--- src/rtl/fifo_rr_arbiter.sv ---
// fifo_rr_arbiter: round-robin arbiter sharing one FIFO enqueue port among
// NUM_REQ producers. The winner is locked while the FIFO back-pressures, so
// the presented packet and source index stay stable until accepted.
//
// Ports:
//   clock       rising-edge clock
//   reset       asynchronous active-low reset
//   req_valid   per-requester valid
//   req_ready   per-requester ready (one-hot or zero)
//   req_packet  packed packets, requester i at [i*PKT_W +: PKT_W]
//   out_valid   to FIFO in_valid
//   out_ready   from FIFO in_ready (combinational path to req_ready)
//   out_packet  to FIFO packet_in
//   out_src     index of requester currently presented
//
// Optional build macro ARB_STATS_EN adds:
//   acc_count   NUM_REQ x 16-bit saturating transfer counters
//   starve_flag sticky: some requester waited > 4*NUM_REQ cycles ungranted
module fifo_rr_arbiter #(
  parameter int NUM_REQ = 4,
  parameter int PKT_W   = 8,
  parameter int IDX_W   = $clog2(NUM_REQ)
) (
  input  logic                     clock,
  input  logic                     reset,
  input  logic [NUM_REQ-1:0]       req_valid,
  output logic [NUM_REQ-1:0]       req_ready,
  input  logic [NUM_REQ*PKT_W-1:0] req_packet,
  output logic                     out_valid,
  input  logic                     out_ready,
  output logic [PKT_W-1:0]         out_packet,
  output logic [IDX_W-1:0]         out_src
`ifdef ARB_STATS_EN
  ,
  output logic [NUM_REQ*16-1:0]    acc_count,
  output logic                     starve_flag
`endif
);

  typedef enum logic {ARB, LOCK} state_t;

  state_t           r_state, w_state_nxt;
  logic [IDX_W-1:0] r_rr_ptr, w_ptr_nxt;
  logic [IDX_W-1:0] r_lock_idx, w_lock_nxt;
  logic [IDX_W-1:0] w_sel, w_cur;
  logic             w_found, w_valid, w_xfer;
  logic [PKT_W-1:0] w_pkts [NUM_REQ];

  // (base + k) mod NUM_REQ for k < NUM_REQ; works for non-power-of-two counts
  function automatic logic [IDX_W-1:0] wrap_add(input logic [IDX_W-1:0] base, input int k);
    int t;
    t = int'(base) + k;
    if (t >= NUM_REQ) t = t - NUM_REQ;
    return t[IDX_W-1:0];
  endfunction

  for (genvar g = 0; g < NUM_REQ; g++) begin : g_unpack
    assign w_pkts[g] = req_packet[g*PKT_W +: PKT_W];
  end

  // Rotating priority search starting at r_rr_ptr. Descending loop so the
  // smallest offset (highest priority) is the last, winning assignment.
  always_comb begin
    w_found = 1'b0;
    w_sel   = r_rr_ptr;
    for (int k = NUM_REQ-1; k >= 0; k--) begin
      if (req_valid[wrap_add(r_rr_ptr, k)]) begin
        w_found = 1'b1;
        w_sel   = wrap_add(r_rr_ptr, k);
      end
    end
  end

  // Presented source; outputs are forced quiet while reset is held so a
  // pending request cannot leak through the combinational path.
  always_comb begin
    w_cur   = w_sel;
    w_valid = w_found;
    if (r_state == LOCK) begin
      w_cur   = r_lock_idx;
      w_valid = req_valid[r_lock_idx];
    end
    if (!reset) begin
      w_cur   = '0;
      w_valid = 1'b0;
    end
  end

  assign w_xfer     = w_valid && out_ready;
  assign out_valid  = w_valid;
  assign out_src    = w_cur;
  assign out_packet = w_pkts[w_cur];
  assign req_ready  = w_xfer ? (NUM_REQ'(1) << w_cur) : '0;

  always_ff @(posedge clock or negedge reset) begin
    if (!reset) begin
      r_state    <= ARB;
      r_rr_ptr   <= '0;
      r_lock_idx <= '0;
    end else begin
      r_state    <= w_state_nxt;
      r_rr_ptr   <= w_ptr_nxt;
      r_lock_idx <= w_lock_nxt;
    end
  end

  always_comb begin
    w_state_nxt = r_state;
    w_ptr_nxt   = r_rr_ptr;
    w_lock_nxt  = r_lock_idx;
    case (r_state)
      ARB: begin
        if (w_found) begin
          if (out_ready) begin
            w_ptr_nxt = wrap_add(w_sel, 1);
          end else begin
            w_state_nxt = LOCK;
            w_lock_nxt  = w_sel;
          end
        end
      end
      LOCK: begin
        // A dropped valid here is a protocol violation; we simply stay put.
        if (w_xfer) begin
          w_state_nxt = ARB;
          w_ptr_nxt   = wrap_add(r_lock_idx, 1);
        end
      end
      default: w_state_nxt = ARB;
    endcase
  end

`ifdef ARB_STATS_EN
  localparam int STARVE_LIM = 4*NUM_REQ;
  localparam int WAIT_W     = $clog2(STARVE_LIM+2);

  logic [NUM_REQ-1:0][15:0]       r_acc;
  logic [NUM_REQ-1:0][WAIT_W-1:0] r_wait;
  logic                           r_starve;

  // r_wait counts consecutive ungranted valid cycles, saturating one past the
  // limit; reaching that value means the requester waited too long.
  always_ff @(posedge clock or negedge reset) begin
    if (!reset) begin
      r_acc    <= '0;
      r_wait   <= '0;
      r_starve <= 1'b0;
    end else begin
      for (int i = 0; i < NUM_REQ; i++) begin
        if (req_ready[i] && r_acc[i] != 16'hFFFF) r_acc[i] <= r_acc[i] + 16'd1;
        if (req_valid[i] && !req_ready[i]) begin
          if (r_wait[i] != WAIT_W'(STARVE_LIM+1)) r_wait[i] <= r_wait[i] + WAIT_W'(1);
        end else begin
          r_wait[i] <= '0;
        end
        if (r_wait[i] == WAIT_W'(STARVE_LIM+1)) r_starve <= 1'b1;
      end
    end
  end

  assign acc_count   = r_acc;
  assign starve_flag = r_starve;
`endif

  a_ready_onehot: assert property (@(posedge clock) disable iff (!reset)
    $onehot0(req_ready));
  a_hold_stable: assert property (@(posedge clock) disable iff (!reset)
    out_valid && !out_ready |=> out_valid && $stable(out_packet) && $stable(out_src));
  for (genvar g = 0; g < NUM_REQ; g++) begin : g_rdy_chk
    a_ready_legal: assert property (@(posedge clock) disable iff (!reset)
      req_ready[g] |-> req_valid[g] && out_ready);
  end

endmodule
--- config.mk ---
export PLATFORM = sky130hd
export DESIGN_NAME = fifo_rr_arbiter
export DESIGN_NICKNAME = d
export VERILOG_FILES = /design/src/rtl/fifo_rr_arbiter.sv
export SDC_FILE = /design/constraint.sdc
export NUM_CORES = 1
export LEC_CHECK = 0
export ABC_AREA = 1
export CORE_MARGIN = 2
export CORE_UTILIZATION = 42
export CTS_BUF_LIST = sky130_fd_sc_hd__clkbuf_16
export DETAILED_ROUTE_END_ITERATION = 10
export PLACE_DENSITY = 0.94
export SYNTH_ARGS = -nofsm -noshare
export SYNTH_HDL_FRONTEND = slang
export SYNTH_SLANG_ARGS = --single-unit
--- constraint.sdc ---
create_clock -name clock -period 3.08 [get_ports clock]
set_input_delay 0.308 -clock clock [delete_from_list [all_inputs] [get_ports clock]]
set_output_delay 0.308 -clock clock [all_outputs]
set_load 0.01 [all_outputs]
==> flow_summary_export.csv <==
group,metric,value,unit
synth,yosys-top-cells-count,"nand2_1, nand2_2, nand4_1, inv_1, nand3_1",
setup_path,critPathMostFrequentCell,"nand2_2",
synth,synth_compound_area_share,6.16,%
sta,period_minus_slack,2.91,ns
sta,hold_viol_final,0,
setup_path,crit_chain,"clkdlybuf4s50_1 > inv_1 > nand2_1 > nand3_1 > nand2_1 > inv_2 > nand2_2 > nand2_2 > nand2_2 > nand2_2 > nand3_4 > nand3_4 > nor3_1 > clkdlybuf4s50_1",
setup_path,endpoint,"req_ready[1]",
clock_tree,clkTransAtPathRegs,0.03,ns
synth,syn-cell-area,975,um2
grt,busiest_layer,"met2",
sta,setup_ws,0.174,ns
cells_and_area,fin_nets,275,
detailed_routing,ant_nets,0,
sta,maxSlewHeadroom,73.0,%
synth,synth_xor_area_share,0,%
detailed_routing,vias,1340,
pwr,peakVddDrop,0.000758,V
placed_design,dp_hpwl,2440,um
min_path,min_path_type,"primary input to asynchronous set/reset pin",
detailed_routing,drt_iter0_drc,40,
floorplan,start_util,44.1,%
placed_design,gp_congestion,0.873,
clock_tree,htreeDepth,1,
synth,synthMuxAreaShare,0,%
pwr,p_int,804,uW
grt,grt_pass1_wl,5170,um
setup_path,cp-end-kind,"output port",
sta,tightest_slew,0.403,ns
sta,finalMaxSlewViolations,0,
setup_path,worstReg2RegEnd,"r_rr_ptr[1]",
pwr,powerDensity,1000,nW/um2
setup_path,crit_required,2.77,ns
clock_tree,clk_latency,0.23,ns
grt,grt_use_total,24.6,%
floorplan,core,2210,um2
run_status,status,"finished, final reports clean",
setup_path,startpoint,"req_valid[1]",
detailed_routing,finalWirelength,3330,um
synth,yosysTopAreaCell,"nand2_1",
sta,fin_crit_sh,94.3,%
grt,grtUsageMet2,42.0,%
clock_tree,clock_sinks,5,
floorplan,rows,17,
setup_path,r2r_slack,1.18,ns
floorplan,die_h,52.2,um
sta,clock.fmax,344,MHz
clock_tree,clk_path_buf_depth,2,
grt,grt_pass1_vias,1202,
synth,synth_area_per_cell,5.51,um2
floorplan,dieArea,2720,um2
pwr,p_comb_share,77.9,%
pwr,p_clk_share,12.6,%
synth,synth.area.top_cells,"nand2_1, dfrtp_1, nand2_2",
sta,finalSetupViolCount,0,
detailed_routing,drt_first_pass_iters,6,
setup_path,startpoint_type,"primary input",
cells_and_area,syn_to_final_growth,69.8,%
synth,synth.most_common_cell,"nand2_1",
pwr,seq_power_share,9.5,%
sta,skew,0.00232,ns
pwr,p_total,1660,uW
synth,netlist.area_leader.share,32.0,%
clock_tree,cts_tree,"done",
setup_path,path_max_fanout,9,
clock_tree,cts_made_buffers,3,
detailed_routing,avgRoutedWirePerCell,12.7,um
synth,synth_edf_count,0,
pwr,power_leakage,0.000838,uW
grt,gr-usage-met1,31.2,%
synth,netlist_instances,177,
grt,antenna_found_initial,0,
synth,synth_fa_ha_area_share,0,%
synth,synth_top_family_by_area,"simple AND/OR/NAND/NOR gates",
detailed_routing,remaining_drc_errors,0,
synth,yosys_warnings,0,
synth,synthArstFlopShare,100,%
run,drv_cap,0,
grt,grt_max_degree,24,
clock_tree,cts_root_buf,"clkbuf_16",
grt,grt.overflow.total,0,
placed_design,portBuffers,53,
floorplan,num_io_pins,54,
pwr,switchingPower,853,uW
pwr,switching_share,51.5,%
synth,yosys.area_share.simple,68.3,%
grt,grt_use_met3,1.71,%
cells_and_area,drive_gt1_share,17.9,%
setup_path,arrival,2.60,ns
synth,yosysSeqAreaShare,12.8,%
clock_tree,cts_hold_buf,0,
synth,synth_fp_nets,216,
floorplan,die_x,52.2,um
setup_path,reg2reg_depth,14,
setup_path,rr_startpoint,"r_rr_ptr[0]",
synth,ys_seq_elements,5,
cells_and_area,n_antenna_cell,0,
setup_path,crit_type,"primary input to output port",
setup_path,critical-path-max-stage-delay,0.58,ns
synth,synth_flop_cell,"dfrtp_1",
synth,synth.distinct_cells,24,
detailed_routing,routed_via_density,5.10,
setup_path,crit_slowest_cell,"clkdlybuf4s50_1",
placed_design,place_ws,0.0624,ns
==> state kept, by name, indices dropped and copies added (netlist names) <==
name / count
r_rr_ptr: 2
r_state: 1
r_lock_idx: 2
==> metrics by stage <==
stage | cell area, um2 | util, % | setup TNS (ns) | cells | hold WS, ns
floorplan | 975 | - | 0 | 177 | 0.0124
global placement | 1510 | 68.4 | 0 | 255 | 0.539
detailed placement | 1510 | 68.4 | 0 | 255 | 0.564
CTS | 1590 | 72.0 | 0 | 259 | 0.456
global route | 1660 | 74.8 | -0.00736 | 263 | 0.523
finish | 1660 | 74.8 | 0 | 263 | 0.480
==> cell families after synthesis <==
kind of cell / count (synthesis)
simple gates: 138
flops: 5
buf+inv: 23
compound gates: 11
==> metal layers <==
metal,wire [um],vias up,share of wire (%)
li1,-,696,-
met1,1440,595,43
met2,1700,43,51
met3,128,6,3.8
met4,63,0,1.9
met5,0,-,0
==> power groups by stage <==
stage                     Clock (uW)  Sequential (uW)  Combinational [uW]
after floorplan                    0              126                 841
after global placement             0              153                1150
after detailed placement           0              154                1170
after CTS                        212              153                1180
after global routing             219              164                1440
final                            210              157                1290
==> area by class of cell <==
cell class | instances | area (um2)
clock inverter | 1 | 3.75
fill | 167 | 557
multi-input combinational | 151 | 761
sequential | 5 | 126
timing repair buffer | 59 | 582
clock buffer | 3 | 75.1
tap | 28 | 35.0
inverter | 16 | 72.6
==> layout by cell type, fill, tap and decap left out, types with 2 or more instances in the layout <==
cell type / n
nor3_1: 3
clkdlybuf4s50_1: 52
nand3_2: 2
inv_1: 11
nand4_1: 16
nor2_1: 3
dfrtp_1: 4
inv_2: 3
nand3_4: 3
o21ai_0: 4
clkbuf_16: 3
nor3_2: 2
buf_4: 5
nand2_1: 82
a21oi_1: 4
nand3_1: 10
nand2_2: 18
==> how the worst min path moves through the flow <==
stage / cells after the start / to / slack, ns / start
2_1_floorplan: 0 / r_lock_idx[0] / 0.01 / reset
3_3_place_gp: 2 / r_state / 0.54 / r_state
3_5_place_dp: 2 / r_lock_idx[1] / 0.56 / r_lock_idx[1]
4_1_cts: 2 / r_lock_idx[0] / 0.46 / reset
5_1_grt: 2 / r_rr_ptr[1] / 0.52 / reset
6_report: 2 / r_lock_idx[0] / 0.48 / reset
==> repair_timing <==
item	in CTS	in global routing
setup buffers	0	2
setup endpoints to repair	0	13
resized for setup	0	8
==> critical path, delay by kind of cell <==
kind | cells | cell delay [ns]
buffers and inverters | 4 | 1.19
AND/OR/NAND/NOR | 10 | 1.08
No activity file was read; power rests on OpenSTA's default activity.
